## config.mk

```make
export PLATFORM = sky130hd
export DESIGN_NAME = root_sched_flat
export DESIGN_NICKNAME = d
export VERILOG_FILES = /design/src/rtl/root_sched_pkg.sv /design/src/rtl/root_sched_if.sv /design/src/rtl/root_sched_rr_arbiter.sv /design/src/rtl/root_sched.sv /design/src/flat_wrapper.sv
export SDC_FILE = /design/constraint.sdc
export NUM_CORES = 1
export LEC_CHECK = 0
export ABC_AREA = 1
export CAP_MARGIN = 40
export CORE_AREA = 2 2 101 127
export DETAILED_ROUTE_END_ITERATION = 16
export DIE_AREA = 0 0 103 129
export GPL_TIMING_DRIVEN = 0
export PLACE_DENSITY = 0.92
export SYNTH_ARGS = -nofsm -noshare
export SYNTH_HDL_FRONTEND = slang
export SYNTH_HIERARCHICAL = 1
export SYNTH_SLANG_ARGS = --single-unit
```

## constraint.sdc

```tcl
create_clock -name clk -period 7.65 [get_ports clk]
set_input_delay 0.765 -clock clk [delete_from_list [all_inputs] [get_ports clk]]
set_output_delay 0.765 -clock clk [all_outputs]
set_load 0.02 [all_outputs]
```

## src/rtl/root_sched_pkg.sv

```systemverilog
// rtl/root_sched_pkg.sv - shared types, constants and helpers for the square-root job scheduler
package root_sched_pkg;

    // Operand / result width of the shared root core.
    localparam int DW = 32;

    // Scheduler FSM states.
    typedef enum logic [2:0] {
        ST_IDLE    = 3'd0,
        ST_GRANT   = 3'd1,
        ST_RESTART = 3'd2,
        ST_SETTLE  = 3'd3,
        ST_ISSUE   = 3'd4,
        ST_WAIT    = 3'd5,
        ST_RESP    = 3'd6
    } state_t;

    // Ceiling log2, evaluated at elaboration for register widths.
    function automatic int clog2(input int value);
        int r;
        r = 0;
        while ((1 << r) < value) begin
            r = r + 1;
        end
        return r;
    endfunction

endpackage

```

## src/rtl/root_sched_if.sv

```systemverilog
// rtl/root_sched_if.sv - requester and root-core signal bundle for root_sched
//
// Requester side : req_valid/req_data/req_ready (operand handshake),
//                  resp_valid/resp_ready/resp_data/resp_err (result handshake).
// Core side      : core_rst_n/core_din_rdy/core_din (restart + operand strobe),
//                  core_dout/core_dout_rdy (result + level done).
// modport slave  : the scheduler.
// modport master : the requesters and the root core around it.
interface root_sched_if
    import root_sched_pkg::*;
#(
    parameter int NREQ = 4
);
    logic [NREQ-1:0]    req_valid;
    logic [DW*NREQ-1:0] req_data;
    logic [NREQ-1:0]    req_ready;
    logic [NREQ-1:0]    resp_valid;
    logic [NREQ-1:0]    resp_ready;
    logic [DW-1:0]      resp_data;
    logic               resp_err;
    logic               core_rst_n;
    logic               core_din_rdy;
    logic [DW-1:0]      core_din;
    logic [DW-1:0]      core_dout;
    logic               core_dout_rdy;

    modport slave (
        input  req_valid,
        input  req_data,
        output req_ready,
        output resp_valid,
        input  resp_ready,
        output resp_data,
        output resp_err,
        output core_rst_n,
        output core_din_rdy,
        output core_din,
        input  core_dout,
        input  core_dout_rdy
    );

    modport master (
        output req_valid,
        output req_data,
        input  req_ready,
        input  resp_valid,
        output resp_ready,
        input  resp_data,
        input  resp_err,
        input  core_rst_n,
        input  core_din_rdy,
        input  core_din,
        output core_dout,
        output core_dout_rdy
    );

endinterface

```

## src/rtl/root_sched_rr_arbiter.sv

```systemverilog
// rtl/root_sched_rr_arbiter.sv - combinational round-robin priority picker
//
// Ports:
//   req       in  NREQ  request vector
//   ptr       in  PW    highest-priority index this round (must be < NREQ)
//   grant     out NREQ  one-hot winner (0 when no request)
//   grant_idx out PW    index of the winner (0 when no request)
//   any       out 1     at least one request present
module rr_arbiter
    import root_sched_pkg::*;
#(
    parameter int NREQ = 4,
    parameter int PW   = (clog2(NREQ) < 1) ? 1 : clog2(NREQ)
)(
    input  logic [NREQ-1:0] req,
    input  logic [PW-1:0]   ptr,
    output logic [NREQ-1:0] grant,
    output logic [PW-1:0]   grant_idx,
    output logic            any
);

    // One extra bit so ptr + k never overflows before the modulo fold.
    logic [PW:0]   sum;
    logic [PW-1:0] idx;

    // Scan ptr, ptr+1, ... wrapping modulo NREQ; the first hit wins.
    // The wrap is an explicit subtract so non-power-of-2 NREQ works.
    always_comb begin
        grant     = '0;
        grant_idx = '0;
        any       = 1'b0;
        sum       = '0;
        idx       = '0;
        for (int k = 0; k < NREQ; k++) begin
            sum = {1'b0, ptr} + (PW+1)'(k);
            if (sum >= (PW+1)'(NREQ)) begin
                sum = sum - (PW+1)'(NREQ);
            end
            idx = sum[PW-1:0];
            if (!any && req[idx]) begin
                any        = 1'b1;
                grant[idx] = 1'b1;
                grant_idx  = idx;
            end
        end
    end

endmodule

```

## src/rtl/root_sched.sv

```systemverilog
// rtl/root_sched.sv - round-robin scheduler sharing one integer square-root core among NREQ requesters
//
// Ports:
//   clk  in  clock
//   rst  in  asynchronous active-low reset
//   bus  root_sched_if.slave:
//     req_valid/req_data  -> operand offer per requester, req_ready one-hot accept pulse
//     resp_valid/resp_ready/resp_data/resp_err -> result to the job owner
//     core_rst_n/core_din_rdy/core_din -> core restart pulse and operand strobe
//     core_dout/core_dout_rdy          <- core result and level done
//
// One job at a time: GRANT picks a requester, RESTART pulses the core reset,
// SETTLE idles, ISSUE strobes the operand, WAIT watches done or the timeout,
// RESP holds the answer until the owner accepts it.
module root_sched
    import root_sched_pkg::*;
#(
    parameter int NREQ    = 4,
    parameter int SETTLE  = 2,
    parameter int TIMEOUT = 64
)(
    input  logic         clk,
    input  logic         rst,
    root_sched_if.slave  bus
);

    localparam int PW = (clog2(NREQ) < 1) ? 1 : clog2(NREQ);
    localparam int TW = clog2(TIMEOUT) + 1;
    localparam int SW = clog2(SETTLE) + 1;

    state_t          state;
    state_t          state_nx;
    logic [PW-1:0]   ptr;
    logic [PW-1:0]   owner;
    logic [DW-1:0]   operand;
    logic [TW-1:0]   timer;
    logic [SW-1:0]   settle_cnt;
    logic [DW-1:0]   resp_data_q;
    logic            resp_err_q;
    logic            core_rst_n_q;

    logic [NREQ-1:0] grant;
    logic [PW-1:0]   grant_idx;
    logic            grant_any;
    logic [DW-1:0]   grant_data;
    logic            last_settle;
    logic            timed_out;
    logic            owner_ready;

    rr_arbiter #(
        .NREQ (NREQ),
        .PW   (PW)
    ) u_arb (
        .req       (bus.req_valid),
        .ptr       (ptr),
        .grant     (grant),
        .grant_idx (grant_idx),
        .any       (grant_any)
    );

    always_comb begin
        grant_data = '0;
        for (int i = 0; i < NREQ; i++) begin
            if (grant_idx == PW'(i)) begin
                grant_data = bus.req_data[i*DW +: DW];
            end
        end
    end

    assign last_settle = (settle_cnt == SW'(SETTLE - 1));
    assign timed_out   = (timer == TW'(TIMEOUT - 1));
    // Only the owner's accept bit matters; the others are ignored.
    assign owner_ready = bus.resp_ready[owner];

    always_ff @(posedge clk or negedge rst) begin
        if (!rst) begin
            state <= ST_IDLE;
        end else begin
            state <= state_nx;
        end
    end

    always_comb begin
        state_nx         = state;
        bus.req_ready    = '0;
        bus.resp_valid   = '0;
        bus.core_din_rdy = 1'b0;
        bus.core_din     = '0;
        case (state)
            ST_IDLE: begin
                if (|bus.req_valid) begin
                    state_nx = ST_GRANT;
                end
            end
            ST_GRANT: begin
                // Requests may have been withdrawn since IDLE; then nobody is granted.
                bus.req_ready = grant;
                state_nx      = grant_any ? ST_RESTART : ST_IDLE;
            end
            ST_RESTART: begin
                state_nx = ST_SETTLE;
            end
            ST_SETTLE: begin
                if (last_settle) begin
                    state_nx = ST_ISSUE;
                end
            end
            ST_ISSUE: begin
                bus.core_din_rdy = 1'b1;
                bus.core_din     = operand;
                state_nx         = ST_WAIT;
            end
            ST_WAIT: begin
                bus.core_din = operand;
                if (bus.core_dout_rdy || timed_out) begin
                    state_nx = ST_RESP;
                end
            end
            ST_RESP: begin
                for (int i = 0; i < NREQ; i++) begin
                    bus.resp_valid[i] = (owner == PW'(i));
                end
                if (owner_ready) begin
                    state_nx = ST_IDLE;
                end
            end
            default: begin
                state_nx = ST_IDLE;
            end
        endcase
    end

    always_ff @(posedge clk or negedge rst) begin
        if (!rst) begin
            ptr          <= '0;
            owner        <= '0;
            operand      <= '0;
            timer        <= '0;
            settle_cnt   <= '0;
            resp_data_q  <= '0;
            resp_err_q   <= 1'b0;
            core_rst_n_q <= 1'b0;
        end else begin
            // Registered so the core stays in reset while rst is low and
            // sees exactly one low cycle, aligned with RESTART, per job.
            core_rst_n_q <= (state_nx != ST_RESTART);
            case (state)
                ST_GRANT: begin
                    if (grant_any) begin
                        owner   <= grant_idx;
                        operand <= grant_data;
                        // The winner drops to lowest priority for the next round.
                        ptr     <= (grant_idx == PW'(NREQ - 1)) ? '0 : grant_idx + 1'b1;
                    end
                end
                ST_RESTART: begin
                    settle_cnt <= '0;
                end
                ST_SETTLE: begin
                    settle_cnt <= settle_cnt + 1'b1;
                end
                ST_ISSUE: begin
                    timer <= '0;
                end
                ST_WAIT: begin
                    timer <= timer + 1'b1;
                    // Done is checked first so a result in the last cycle still wins.
                    if (bus.core_dout_rdy) begin
                        resp_data_q <= bus.core_dout;
                        resp_err_q  <= 1'b0;
                    end else if (timed_out) begin
                        resp_data_q <= '0;
                        resp_err_q  <= 1'b1;
                    end
                end
                default: begin
                end
            endcase
        end
    end

    assign bus.resp_data  = resp_data_q;
    assign bus.resp_err   = resp_err_q;
    assign bus.core_rst_n = core_rst_n_q;

endmodule

```

## src/flat_wrapper.sv

```systemverilog
// flat-port wrapper written by rule: the top's interface ports become plain ports
module root_sched_flat import root_sched_pkg::*;
#(
    parameter int NREQ    = 4,
    parameter int SETTLE  = 2,
    parameter int TIMEOUT = 64
)
  (clk, rst, bus_req_valid, bus_req_data, bus_req_ready, bus_resp_valid, bus_resp_ready, bus_resp_data, bus_resp_err, bus_core_rst_n, bus_core_din_rdy, bus_core_din, bus_core_dout, bus_core_dout_rdy);
  root_sched_if #(.NREQ(NREQ)) bus_i ();
  input  logic clk;
  input  logic rst;
  input wire logic [$bits(bus_i.req_valid)-1:0] bus_req_valid;
  input wire logic [$bits(bus_i.req_data)-1:0] bus_req_data;
  output wire logic [$bits(bus_i.req_ready)-1:0] bus_req_ready;
  output wire logic [$bits(bus_i.resp_valid)-1:0] bus_resp_valid;
  input wire logic [$bits(bus_i.resp_ready)-1:0] bus_resp_ready;
  output wire logic [$bits(bus_i.resp_data)-1:0] bus_resp_data;
  output wire logic [$bits(bus_i.resp_err)-1:0] bus_resp_err;
  output wire logic [$bits(bus_i.core_rst_n)-1:0] bus_core_rst_n;
  output wire logic [$bits(bus_i.core_din_rdy)-1:0] bus_core_din_rdy;
  output wire logic [$bits(bus_i.core_din)-1:0] bus_core_din;
  input wire logic [$bits(bus_i.core_dout)-1:0] bus_core_dout;
  input wire logic [$bits(bus_i.core_dout_rdy)-1:0] bus_core_dout_rdy;
  assign bus_i.req_valid = bus_req_valid;
  assign bus_i.req_data = bus_req_data;
  assign bus_req_ready = bus_i.req_ready;
  assign bus_resp_valid = bus_i.resp_valid;
  assign bus_i.resp_ready = bus_resp_ready;
  assign bus_resp_data = bus_i.resp_data;
  assign bus_resp_err = bus_i.resp_err;
  assign bus_core_rst_n = bus_i.core_rst_n;
  assign bus_core_din_rdy = bus_i.core_din_rdy;
  assign bus_core_din = bus_i.core_din;
  assign bus_i.core_dout = bus_core_dout;
  assign bus_i.core_dout_rdy = bus_core_dout_rdy;
  root_sched #(.NREQ(NREQ), .SETTLE(SETTLE), .TIMEOUT(TIMEOUT)) u_core (.clk(clk), .rst(rst), .bus(bus_i));
endmodule
```

; Yosys cells after proc, flatten, opt, wreduce, memory -nomap -nowiden
; Index checks and enable logic that the tools add are counted.
[word_totals]
ff_bits = 82
mem_bits_rw = 0
rom_bits = 0
latch_bits = 0
output_inout_bits = 75
wordCells = 126
n_memories = 0
[classes]
reduce_logical = 21
n_addsub = 10
n_div = 0
n_mul = 0
order_cmp = 13
n_eq_ne = 15
n_shift = 0
n_mux = 55
bitwise_logic = 3
[ops]
columns = op, count
row1 = $mux W32, 7
row2 = $mux W4, 6
row3 = $pmux W3 S7, 1
row4 = $mux W2, 10
row5 = $mux W1, 16
row6 = $lt A2 B3 Y1 const B, 5
row7 = $pmux W7 S2, 1
row8 = $mux W3, 4
row9 = $or A4 B4 Y4, 3
row10 = $bmux W1 S2, 5
row11 = $eq A3 B3 Y1 const B, 3
row12 = $ge A3 B3 Y1 const B, 3
row13 = $demux W1 S2, 4
row14 = $eq A2 B2 Y1 const B, 4
row15 = $ge A2 B1 Y1 const B, 4
row16 = $sub A2 B1 Y2 const B, 4
row17 = $add A7 B1 Y7 const B, 1
row18 = $eq A7 B6 Y1 const B, 1
row19 = $logic_and A1 B1 Y1, 7
row20 = $add A2 B2 Y3 const B, 2
row21 = $eq A2 B1 Y1 const B, 3
row22 = $eq A3 B2 Y1 const B, 2
row23 = $reduce_bool A2 Y1, 3
row24 = $add A2 B1 Y2 const B, 2
row25 = 12 further kinds, 16

; Logic depth before layout (Yosys ltp)
; Gate-level depths: netlist of run 1.
[depth]
depth_word = 19
ltp_mapped = 18
mapped_depth_nobuf = 15

; Cells and area by module
; Netlist of run 1, hierarchy kept.
[modules_own_cells]
columns = mod, area_per_inst_um2, instances, cells_each
row1 = root_sched, 5022.3, 1, 760
row2 = rr_arbiter, 440.4, 1, 74

; Worst setup path after synthesis of run 1
; OpenSTA, ideal clock, no wires.
[synth_timing]
path_type = reg-to-output
start = reg u_core.ptr[0]
end = out bus_req_ready[0]
setup_slack_ps = 4973
stages_incl_launch_ff = 11
arrival_time_ps = 1912
path_cell_list = dfrtp_1 -> inv_2 -> ha_1 -> inv_1 -> nand3_1 -> nand2_1 -> nor2_1 -> a21oi_1 -> nand3_1 -> inv_1 -> nor2_1
[synth_via]
elab_chain_cells = 15
[synth_rtl]
columns = element, line
row1 = start: declaration, root_sched.sv:33  ; logic [PW-1:0] ptr;
row2 = start signal: assignment, root_sched.sv:153  ; ptr <= (grant_idx == PW'(NREQ - 1)) ? '0 : grant_idx + 1'b1;
row3 = branches (longest 13 deep; another with $add A2 B1 Y3), -
row4 = $mux W4 (*), root_sched_rr_arbiter.sv:40  ; if (!any && req[idx]) begin
row5 = named net u_core.grant[0], root_sched.sv:42  ; logic [NREQ-1:0] grant;
row6 = $mux W4 (*), root_sched.sv:89  ; case (state)
row7 = end: declaration, flat_wrapper.sv:14  ; output wire logic [$bits(bus_i.req_ready)-1:0] bus_req_ready;
; Mark *: on every way through the listed nets, which the timed path passes. The select of a mux whose other input is x is not followed.

; Final worst setup path of run 1
[layout_timing]
start = reg u_core.ptr[0]
end = out bus_req_ready[1]
; Same word-level chain as after synthesis.

==> results of run 1 <==
==> path summary, 6_finish.rpt <==
check | to | slack [ps] | start | depth (start not counted)
max reg2reg | u_core/operand[5]$_DFFE_PN0P_ | 4180 | u_core/ptr[0]$_DFFE_PN0P_ | 17
min | u_core/operand[12]$_DFFE_PN0P_ | 350 | rst | 1
min reg2reg | u_core/bus.resp_data[5]$_DFFE_PN0P_ | 470 | u_core/bus.resp_data[5]$_DFFE_PN0P_ | 2
min in group clk | u_core/bus.resp_data[5]$_DFFE_PN0P_ | 470 | u_core/bus.resp_data[5]$_DFFE_PN0P_ | 2
max | bus_req_ready[1] | 3770 | u_core/ptr[0]$_DFFE_PN0P_ | 11
max in group asynchronous | u_core/settle_cnt[1]$_DFFE_PN0P_ | 6690 | rst | 2
==> stage by stage <==
stage / setup slack (ps) / std cells / power [mW]
2_1_floorplan: 4973 / 834 / 2.546
3_3_place_gp: 2746 / 1242 / 3.373
3_5_place_dp: 3909 / 1243 / 3.440
4_1_cts: 3786 / 1259 / 3.887
5_1_grt: 3521 / 1259 / 4.242
6_report: 3767 / 1259 / 3.908
==> critical path: cells and delay by family (launching register included) <==
family | cells | cell delay [ps]
compound gates | 1 | 120
fa+ha+maj | 1 | 400
buf+inv | 4 | 960
flops | 1 | 560
simple gates | 5 | 740
==> state kept, by name, indices dropped and copies added (netlist names) <==
| register | count |
|---|---|
| u_core/bus.resp_data | 32 |
| u_core/state | 3 |
| u_core/bus.core_rst_n | 1 |
| u_core/operand | 32 |
| u_core/settle_cnt | 2 |
| u_core/owner | 2 |
| u_core/bus.resp_err | 1 |
| u_core/ptr | 2 |
| u_core/timer | 7 |
==> metal layers <==
metal | vias up | part of all wire, %
met1 | 2835 | 38
met3 | 50 | 5.8
met2 | 244 | 52
met5 | - | 0
met4 | 0 | 3.8
li1 | 3099 | -
==> cell type report <==
class	instances	area (µm²)	area share [%]
Buffer	46	282.8	3.357
Clock buffer	11	232.7	2.763
Sequential cell	82	2052	24.36
Multi-Input combinational cell	574	2633	31.25
Tap cell	164	205.2	2.436
Timing Repair Buffer	245	2467	29.29
Inverter	132	495.5	5.882
Clock inverter	5	55.05	0.6536
==> power groups by stage <==
stage                     combinational [mW]  sequential (mW)  clock (mW)
after floorplan                         1.68            0.866           0
after detailed placement                2.66            0.781           0
final                                   2.70            0.778       0.427
after CTS                               2.68            0.777       0.435
after global routing                    2.99            0.803       0.453
after global placement                  2.60            0.771           0
==> cell families (layout without fill, tap and decap cells) <==
kind of cell,after synthesis,after routing
adder cells (fa/ha/maj),11,11
AO/OA/AOI/OAI,89,89
AND/OR/NAND/NOR,474,474
flip-flops,82,82
buffers and inverters,178,439
==> cells in the mapped netlist, types with 6 or more instances <==
library cell and count:
nor2_1 113, nand3_1 125, nand4_1 7, ha_1 11
o21ai_0 7, nand2_2 9, inv_1 126, inv_2 6
a21oi_1 75, buf_6 11, buf_2 13, dfrtp_1 82
nand2_1 208, clkbuf_1 15
==> impl_metrics.ini, run 1 <==
[pwr]
leakage_nw = 4.375
powerDensity_nw_per_um2 = 464.0
p_sw_share_pct = 51.39
clock_power_share_pct = 10.9
power_switching_mw = 2.008
comb_power_share_pct = 69.2
ir_worst_vdd_mv = 0.3043
pwr-share-seq_pct = 19.9
p_int_mw = 1.900

[detailed_routing]
postRouteAntennaNets = 0
first_pass_iters = 5
first_iter_violations = 308
vias_per_cell = 4.947
wl_per_cell_um = 14.45
routed_wl_um = 18190
drc = 0
vias = 6228

[timing]
worst_pin_slew_ps = 557.5
slew_violations = 0
relSlewSlack_pct = 62.84
rsz0062_at_grt = false
setup-tns-final_ps = 0
fin_crit_sh_pct = 50.76
finalSetupViolCount = 0
finClkSkew_ps = 7.187
hold_viol = 0
fmax_mhz = 257.5
final.min_clock_period_ps = 3883
whs_ps = 345.3

[critical_path]
critical_path_required_ps = 6880
cp_max_fo = 10
slowest_stage = clkdlybuf4s50_1
critical_path_class = register to primary output
worstSetupEndpointType = primary output
start_kind = register
crit_chain = inv_2, ha_1, inv_1, nand3_1, nand2_1, nor2_1, a21oi_1, nand3_1, inv_1, nor2_1, clkdlybuf4s50_1
slowest_delay_ps = 630
worstPathArrival_ps = 3120

[global_route]
grt_pass1_vias = 5982
gr-total-overflow = 0
use_met3_pct = 4.183
grt_max_degree = 58
grtUsageMet1_pct = 33.08
busiest_layer = met2
grt_pass1_wl_um = 28930
antenna_found_initial = 0
globalRouteMet2Util_pct = 48.70
grt_usage_pct = 27.93

[floorplan]
die_x_um = 103
start_util_pct = 45.34
die_area_um2 = 13290
ios = 246
rows = 45
coreArea_um2 = 12050
die_height_um = 129

[synthesis]
synth-async-reset-ratio_pct = 100.0
synthDominantCellAreaShare_pct = 37.56
synth-xor-area-share_pct = 0
synth_edf_count = 0
synth-compound-area-share_pct = 8.406
synth_top_family_by_area = simple AND/OR/NAND/NOR gates
synthSimpleGateAreaFrac_pct = 37.27
yosysWarnings = 6
synth_fa_ha_area_share_pct = 2.519
synth.avg_cell_area_um2 = 6.550
synthDistinctLibCells = 27
synth-main-ff-cell = dfrtp_1
ys_seq_elements = 82
synthTopCellsByArea = dfrtp_1 38%, nand2_1 14%, nand3_1 11%
synth_nets = 1016
ys_seq_area_share_pct = 37.56
synth_area_um2 = 5463
synthMuxAreaShare_pct = 0
yosysTopAreaCell = dfrtp_1
syn_inst = 834

[placement]
gp_congestion = 0.9180
place_area_um2 = 8135
io_buffer_count = 244
hpwl_um = 14020

[clock_tree]
cts_setup_buffers = 0
clk_path_buf_depth = 2
numCtsBuffers = 9
cts-root-buf = clkbuf_16
cts.sinks = 82
htreeDepth = 3
cts.clk_slew.worst_paths_ps = 70
cts_resized = 0
hold_buffers = 0
cts_tree = done
clk_latency_ps = 340

[hold_path]
min_path_type = input port to async pin

[final_layout]
final_cell_area_um2 = 8423
drive_above_1_share_pct = 5.936
antenna_cells = 0
fill_cells = 1003
layout_common_cells = 243 x clkdlybuf4s50_1, 208 x nand2_1, 126 x inv_1
layout.nets = 1272
fin_util_pct = 69.91
area_delta_synth_final_pct = 54.19
final_common_cell = clkdlybuf4s50_1

[run_status]
status = completed

[flow_run]
maxCapViolCount = 0
Power figures use the tool's default switching activity.
==> run 2: changes to the inputs <==
CORE_AREA = 2 2 104 132   (was 2 2 101 127)
DIE_AREA = 0 0 106 134   (was 0 0 103 129)
PLACE_DENSITY = 0.87   (was 0.92)
clock period = 3.9 ns   (was 7.65 ns; I/O delays follow)
==> run 2 against run 1 <==
Core utilization decreased by 5.0 points. Worst hold slack got worse by 340 ps. Cell count increased by 0.64%. Clock power increased by 93%. Count of clock-buffer cells in the layout unchanged. Die area increased by 6.9%.
==> impl_metrics.ini, run 2 (synthesis gave the netlist of run 1 again) <==
[final_layout]
final_cell_area_um2 = 8434
multi_input_area_um2 = 2633
final_common_cell = clkdlybuf4s50_1
layout.nets = 1272
fill_cells = 1120
drive_above_1_share_pct = 5.936
fin_util_pct = 64.90
final-seq-area_um2 = 2052
layout_common_cells = 243 x clkdlybuf4s50_1, 208 x nand2_1, 126 x inv_1
area_delta_synth_final_pct = 54.40

[global_route]
grt_pass1_vias = 6065
grt_max_degree = 53
grt_pass1_wl_um = 28630
grt_usage_pct = 25.26
antenna_found_initial = 1
gr-total-overflow = 0

[timing]
hold_viol = 0
finClkSkew_ps = 10.44
finalSetupViolCount = 0
final.min_clock_period_ps = 3382
fin_crit_sh_pct = 86.73
worst_pin_slew_ps = 531.7
slew_violations = 0
fmax_mhz = 295.7
relSlewSlack_pct = 64.55
rsz0062_at_grt = false

[detailed_routing]
postRouteAntennaNets = 0
drc = 0
vias_per_cell = 4.897
wl_per_cell_um = 14.05
first_iter_violations = 358
routed_wl_um = 17800
first_pass_iters = 5
vias = 6204

[clock_tree]
cts_tree = done
cts_resized = 0
cts_setup_buffers = 0
cts.sinks = 82
hold_buffers = 0
clk_path_buf_depth = 2
htreeDepth = 3
clk_latency_ps = 330
cts.clk_slew.worst_paths_ps = 60
numCtsBuffers = 9
cts-root-buf = clkbuf_16

[pwr]
p_int_mw = 3.727
ir_worst_vdd_mv = 0.6219
power_switching_mw = 3.925
p_sw_share_pct = 51.29
comb_power_share_pct = 69.4
pwr-share-seq_pct = 19.8
finalPower_mw = 7.652
clock_power_share_pct = 10.8
powerDensity_nw_per_um2 = 907.2
leakage_nw = 4.375

[floorplan]
coreArea_um2 = 13000
start_util_pct = 42.03
die_height_um = 134
die_x_um = 106
rows = 47
ios = 246
die_area_um2 = 14200

[placement]
hpwl_um = 14170
place_area_um2 = 8144
io_buffer_count = 244
gp_congestion = 0.9387

[flow_run]
maxCapViolCount = 0

[critical_path]
critical_path_class = register to register
worstSetupEndpointType = register
start_kind = register
worstPathArrival_ps = 3620
cp_max_fo = 10
critical_path_required_ps = 4140

[hold_path]
min_path_type = input port to async pin

[run_status]
status = completed
==> run 2: cell type report <==
class / count / area share [%]
clock buffers: 11 / 2.759
diodes: 1 / 0.02967
plain buffers: 46 / 3.353
well taps: 171 / 2.537
flip-flops and latches: 82 / 24.33
repair buffers: 245 / 29.25
multi-input cells: 574 / 31.21
inverters: 132 / 5.874
clock inverters: 5 / 0.6527
==> run 2: critical path, stage by stage, from the launching register on <==
cell and delay [ps]:
dfrtp_1 540, inv_2 180, ha_1 390, inv_1 100, nand3_1 90, nand2_1 50, nor2_1 300, a21oi_1 110
nand3_1 170, inv_1 90, ha_1 190, buf_2 170, inv_1 180, buf_2 260, nand3_1 110, nand2_1 100
nand3_1 70, a21oi_1 180
==> run 2: path summary, 6_finish.rpt <==
path	cells after the start	slack (ps)	startpoint	to
max	17	520	u_core/ptr[0]$_DFFE_PN0P_	u_core/operand[19]$_DFFE_PN0P_
min in group clk	3	430	bus_core_dout_rdy	u_core/bus.resp_data[8]$_DFFE_PN0P_
min	1	2	rst	u_core/operand[3]$_DFFE_PN0P_
max in group asynchronous	2	3280	rst	u_core/bus.resp_data[16]$_DFFE_PN0P_
min reg2reg	2	470	u_core/bus.resp_data[16]$_DFFE_PN0P_	u_core/bus.resp_data[16]$_DFFE_PN0P_
max reg2reg	17	520	u_core/ptr[0]$_DFFE_PN0P_	u_core/operand[19]$_DFFE_PN0P_
==> run 2: stage by stage <==
stage	cells	setup slack (ps)	hold WS, ps	setup TNS (ps)
floorplan	834	1235	94.41	0
global placement	1249	-631.5	452.9	-51130
detailed placement	1250	581.5	368.6	0
CTS	1266	541.1	12.03	0
global route	1266	231.8	32.25	0
finish	1267	517.6	1.674	0
==> run 2: power by group through the flow <==
stage | Combinational [mW] | Sequential [mW] | Clock, mW
global placement | 5.14 | 1.51 | 0
finish | 5.31 | 1.52 | 0.823
global route | 5.86 | 1.57 | 0.869
floorplan | 3.29 | 1.70 | 0
detailed placement | 5.25 | 1.53 | 0
CTS | 5.26 | 1.52 | 0.844
==> run 2: metal layers <==
metal,up-vias,track usage [%],share of wire (%)
met2,251,44.80,52
met3,41,4.082,7.1
met5,-,0,0
met4,0,11.70,3.4
li1,3100,-,-
met1,2812,29.81,38
==> run 3: changes to the inputs <==
CTS_CLUSTER_SIZE = 10   (was default)
==> results of run 3 <==
Final layout, timing and power as in run 2 (identical DEF).
